**src/rtl/sensor_pkg.sv**
```systemverilog
// Shared definitions for the sensor fault monitor: FSM states, sensor bit
// positions and the error pattern evaluated on the synchronized bus.
package sensor_pkg;

    typedef enum logic [1:0] {
        IDLE  = 2'd0,
        QUAL  = 2'd1,
        FAULT = 2'd2
    } state_t;

    localparam int SENSOR_W = 4;
    localparam int DEB_W    = 8;

    localparam int S0_IDX = 0;
    localparam int S1_IDX = 1;
    localparam int S2_IDX = 2;
    localparam int S3_IDX = 3;

    function automatic logic sensor_err(input logic [SENSOR_W-1:0] s);
        return s[S0_IDX] | (s[S1_IDX] & (s[S2_IDX] | s[S3_IDX]));
    endfunction

endpackage

```
**src/rtl/sensor_sync.sv**
```systemverilog
// Two-flop synchronizer per bit for bringing the asynchronous sensor bus
// into the clk domain.
module sensor_sync #(
    parameter int WIDTH = 4
) (
    input  logic             clk,
    input  logic             n_rst,
    input  logic [WIDTH-1:0] async_in,
    output logic [WIDTH-1:0] sync_out
);

    logic [WIDTH-1:0] r_meta;
    logic [WIDTH-1:0] r_sync;

    genvar gi;
    generate
        for (gi = 0; gi < WIDTH; gi++) begin : g_bit
            always_ff @(posedge clk or negedge n_rst) begin
                if (!n_rst) begin
                    r_meta[gi] <= 1'b0;
                    r_sync[gi] <= 1'b0;
                end else begin
                    r_meta[gi] <= async_in[gi];
                    r_sync[gi] <= r_meta[gi];
                end
            end
        end
    endgenerate

    assign sync_out = r_sync;

endmodule

```
**src/rtl/sensor_fault_monitor.sv**
```systemverilog
// Debounces the synchronized sensor error condition, latches a qualified
// fault until acknowledged, and keeps a saturating fault event count.
module sensor_fault_monitor
    import sensor_pkg::*;
#(
    parameter int DEBOUNCE_CYCLES = 4,
    parameter int CNT_WIDTH       = 8
) (
    input  logic                 clk,
    input  logic                 n_rst,
    input  logic [3:0]           sensors,
    input  logic                 enable,
    input  logic                 clear,
    output logic                 error_live,
    output logic                 fault,
    output logic [CNT_WIDTH-1:0] fault_count
);

    localparam logic [DEB_W-1:0] DEB_TARGET = DEB_W'(DEBOUNCE_CYCLES);

    logic [SENSOR_W-1:0]  w_sync;
    logic                 w_err;
    logic [DEB_W-1:0]     w_deb_inc;
    logic [CNT_WIDTH-1:0] w_cnt_sat;

    state_t               r_state;
    logic [DEB_W-1:0]     r_deb_cnt;
    logic                 r_fault;
    logic [CNT_WIDTH-1:0] r_fault_count;

    sensor_sync #(
        .WIDTH(SENSOR_W)
    ) u_sync (
        .clk     (clk),
        .n_rst   (n_rst),
        .async_in(sensors),
        .sync_out(w_sync)
    );

    assign w_err     = sensor_err(w_sync);
    assign w_deb_inc = r_deb_cnt + DEB_W'(1);
    // Count holds at all-ones instead of wrapping.
    assign w_cnt_sat = (r_fault_count == {CNT_WIDTH{1'b1}}) ? r_fault_count
                                                            : r_fault_count + CNT_WIDTH'(1);

    always_ff @(posedge clk or negedge n_rst) begin
        if (!n_rst) begin
            r_state       <= IDLE;
            r_deb_cnt     <= '0;
            r_fault       <= 1'b0;
            r_fault_count <= '0;
        end else if (!enable) begin
            r_state   <= IDLE;
            r_deb_cnt <= '0;
            r_fault   <= 1'b0;
        end else begin
            case (r_state)
                IDLE: begin
                    if (w_err) begin
                        if (DEB_TARGET == DEB_W'(1)) begin
                            r_state       <= FAULT;
                            r_fault       <= 1'b1;
                            r_fault_count <= w_cnt_sat;
                            r_deb_cnt     <= '0;
                        end else begin
                            r_state   <= QUAL;
                            r_deb_cnt <= DEB_W'(1);
                        end
                    end else begin
                        r_deb_cnt <= '0;
                    end
                end
                QUAL: begin
                    if (!w_err) begin
                        r_state   <= IDLE;
                        r_deb_cnt <= '0;
                    end else if (w_deb_inc == DEB_TARGET) begin
                        r_state       <= FAULT;
                        r_fault       <= 1'b1;
                        r_fault_count <= w_cnt_sat;
                        r_deb_cnt     <= '0;
                    end else begin
                        r_deb_cnt <= w_deb_inc;
                    end
                end
                FAULT: begin
                    // An acknowledge is only honoured once the error has gone away.
                    if (clear && !w_err) begin
                        r_state <= IDLE;
                        r_fault <= 1'b0;
                    end
                end
                default: begin
                    r_state   <= IDLE;
                    r_deb_cnt <= '0;
                    r_fault   <= 1'b0;
                end
            endcase
        end
    end

    assign error_live  = w_err;
    assign fault       = r_fault;
    assign fault_count = r_fault_count;

endmodule

```
**config.mk**
```make
export PLATFORM = sky130hd
export DESIGN_NAME = sensor_fault_monitor
export DESIGN_NICKNAME = d
export VERILOG_FILES = /design/src/rtl/sensor_pkg.sv /design/src/rtl/sensor_sync.sv /design/src/rtl/sensor_fault_monitor.sv
export SDC_FILE = /design/constraint.sdc
export NUM_CORES = 1
export LEC_CHECK = 0
export CAP_MARGIN = 25
export CORE_ASPECT_RATIO = 1.4
export CORE_MARGIN = 2
export CORE_UTILIZATION = 30
export DETAILED_ROUTE_END_ITERATION = 7
export GPL_TIMING_DRIVEN = 0
export SETUP_SLACK_MARGIN = 0.1
export SLEW_MARGIN = 30
export SYNTH_ARGS = -nofsm -noshare
export SYNTH_HDL_FRONTEND = slang
export SYNTH_SLANG_ARGS = --single-unit
```
**constraint.sdc**
```tcl
create_clock -name clk -period 2.3 [get_ports clk]
set_input_delay 0.46 -clock clk [delete_from_list [all_inputs] [get_ports clk]]
set_output_delay 0.46 -clock clk [all_outputs]
set_load 0.01 [all_outputs]
```
==> out/qor.yml <==
worst_hold_path:
  hold_class: "in2async"
placed_design:
  routabilityCongestion: 0.8042
  place_inst: 178
  detailed_place_hpwl_microns: 1830
  placed_area_sq_mm: 0.001503
  preCtsSetupSlack_ps: 95.52
  io_buffer_count: 17
setup_path:
  crit_path_cell_trace: "o21a_1 > nor2_2 > inv_1 > clkdlybuf4s50_1"
  critPathKind: "reg2out"
  cp-end-kind: "primary output"
  crit_slowest_cell: "clkdlybuf4s50_1"
  crit_required_ps: 1840
  arrival_ps: 1630
  crit_buf_inv: 2
  ff2ff_path_depth: 6
  cp-start-kind: "register"
  worstSetupPathDepth: 4
  critPathTopFamily: "buffers and inverters"
  crit_fanout: 5
  crit_path_max_incr_delay_ps: 490
grt:
  grt_antenna_before_repair: 0
  grt_max_degree: 28
  grt_pass1_wl_microns: 4340
  overflow: 0
  grt_usage: 0.1169
  grt_pass1_vias: 940
sta:
  hold_viol_final: 0
  holdWs_ps: 179.4
  max_freq_mhz: 477.4
  final.setup.tns_ps: 0
  maxSlewViolCount: 0
  setup_violations: 0
  worst_slew_pin_slew_ps: 601.2
  layout_min_cycle_time_ps: 2095
  fin_skew_ps: 3.505
  slew_headroom: 0.5992
  finalCritPeriodShare: 0.9107
  timing.final.ws_setup_ps: 205.4
  rsz0062_at_grt: "no"
floorplanning:
  start_util: 0.3073
  core_sq_mm: 0.004169
  io_pins: 18
  die_area_sq_mm: 0.004817
  die_w_microns: 59.23
  chipHeight_microns: 81.33
  rows: 28
cells_and_area:
  area_growth_pct: 21.09
  final_nets: 149
  fin_area_sq_mm: 0.001551
  drive_gt1_frac: 0.1022
  final_cell_count_no_fill: 182
  n_antenna_cell: 0
  layout.core_utilization: 0.3721
cts:
  htreeDepth: 1
  postCtsSetupRepairBufs: 0
  cts-root-buf: "clkbuf_8"
  clock_path_buffers: 2
  cts.sinks: 27
  numCtsBuffers: 3
  clk_pin_slew_ps: 90
  worstSkewPairLatency_ps: 270
  cts_tree: "yes"
detailed_routing:
  ant_nets: 0
  drt_iter0_drc: 10
  via_count: 966
  drt-wirelength-per-cell_microns: 13.87
  drt_wl_total_microns: 2525
  first_pass_iters: 4
  viasPerCell: 5.308
  drcViolationCount: 0
power_and_ir_drop:
  ir_worst_vdd_v: 0.0003026
  power.density_mw_per_mm2: 519.3
  leakage_nw: 0.6464
  finalPower_mw: 0.8057
logic_synthesis:
  syn_inst: 116
  synth_edf_count: 0
  yosys_warnings: 0
  yosys-top-cells-count: "dfrtp_1, nand3_1, nand2_1, o21ai_0, xnor2_1"
  synth_async_sr_flop_share: 1.000
  synth-main-ff-cell: "dfrtp_1"
  syn_avg_cell_area_sq_um: 11.05
  synthTopCellsByArea: "dfrtp_1, xnor2_1, nand3_1"
  yosys.area.top_type_share: 0.5273
  yosysMostFrequentCell: "dfrtp_1"
  yosysUniqueCellTypes: 35
  synth-seq-cells: 27
  yosysSeqAreaShare: 0.5273
  syn_area_sq_mm: 0.001281
  syn_nets: 127
  synth_top_cell_by_area: "dfrtp_1"
run:
  drv_cap: 0
outcome:
  status: "completed"
==> logic make-up after synthesis <==
logic type | Yosys count | synth area share
AOI/OAI and AO/OA | 25 | 0.1406
xor gates and xnor gates | 9 | 0.06153
adders and majority gates | 3 | 0.02930
buffers and inverters | 8 | 0.02930
DFF | 27 | 0.5273
muxes | 1 | 0.01172
and+or+nand+nor | 43 | 0.2002
==> sequential cells by signal, summed over array words and instances (netlist names) <==
name and count:
u_sync.sync_out 4, fault 1, fault_count 8, r_deb_cnt 8
r_state 2, u_sync.r_meta 4
==> cell type report <==
class                           count  area [sq um]
Multi-Input combinational cell     81         570.5
Inverter                            5         18.77
Fill cell                         422          2618
Timing Repair Buffer               17         165.2
Tap cell                           45         56.30
Buffer                              3         18.77
Sequential cell                    27         675.6
Clock inverter                      1         5.005
Clock buffer                        3         41.29
==> metal layers <==
layer | vias up | track usage | part of all wire
met3 | 4 | 0.02229 | 0.038
met2 | 16 | 0.1945 | 0.51
met4 | 0 | 0.04091 | 0.012
li1 | 463 | - | -
met5 | - | 0 | 0
met1 | 483 | 0.1489 | 0.44
==> final timing paths <==
kind,endpoint,startpoint,slack (ps)
max,error_live,u_sync.sync_out[3],210
min,r_deb_cnt[4],n_rst,180
max reg2reg,fault_count[1],r_deb_cnt[0],310
min reg2reg,u_sync.sync_out[2],u_sync.r_meta[2],360
max in group asynchronous,r_deb_cnt[1],n_rst,1720
min in group clk,u_sync.sync_out[2],u_sync.r_meta[2],360
==> cells in the final DEF, fill, tap and decap left out, types with 2 or more instances in the layout <==
master / synthesis / routed
nor2_1: 7 / 6
nand2_1: 8 / 8
nand3_1: 10 / 10
clkbuf_1: 2 / 2
clkbuf_8: 0 / 3
nand2_2: 2 / 2
clkdlybuf4s50_1: 0 / 16
o21ai_0: 8 / 8
a21oi_1: 3 / 3
nor4_1: 2 / 2
inv_1: 5 / 5
dfrtp_1: 27 / 27
o21a_1: 2 / 2
and3_1: 4 / 4
ha_1: 3 / 3
nand4_1: 3 / 3
o2111ai_1: 2 / 2
xnor2_1: 8 / 8
o41ai_1: 2 / 2
==> power by group <==
part / switching, mW / internal [mW] / total, mW
logic: 0.0246 / 0.0192 / 0.0438
clock network: 0.150 / 0.121 / 0.271
registers: 0.00654 / 0.484 / 0.491
==> worst register-to-register path, delay by kind of cell (launching register included) <==
kind / cells / cell delay (ps)
xor+xnor: 1 / 230
simple gates: 3 / 610
fa+ha+maj: 1 / 270
mux: 1 / 310
flops: 1 / 450
==> what timing repair did <==
| action | 4_1_cts | 5_1_grt |
|---|---|---|
| hold buffers | 0 | 0 |
| gates resized for setup | 0 | 1 |
| hold endpoints to repair | 0 | 0 |
| setup endpoints to repair | 0 | 1 |
Power figures use the tool's default switching activity.
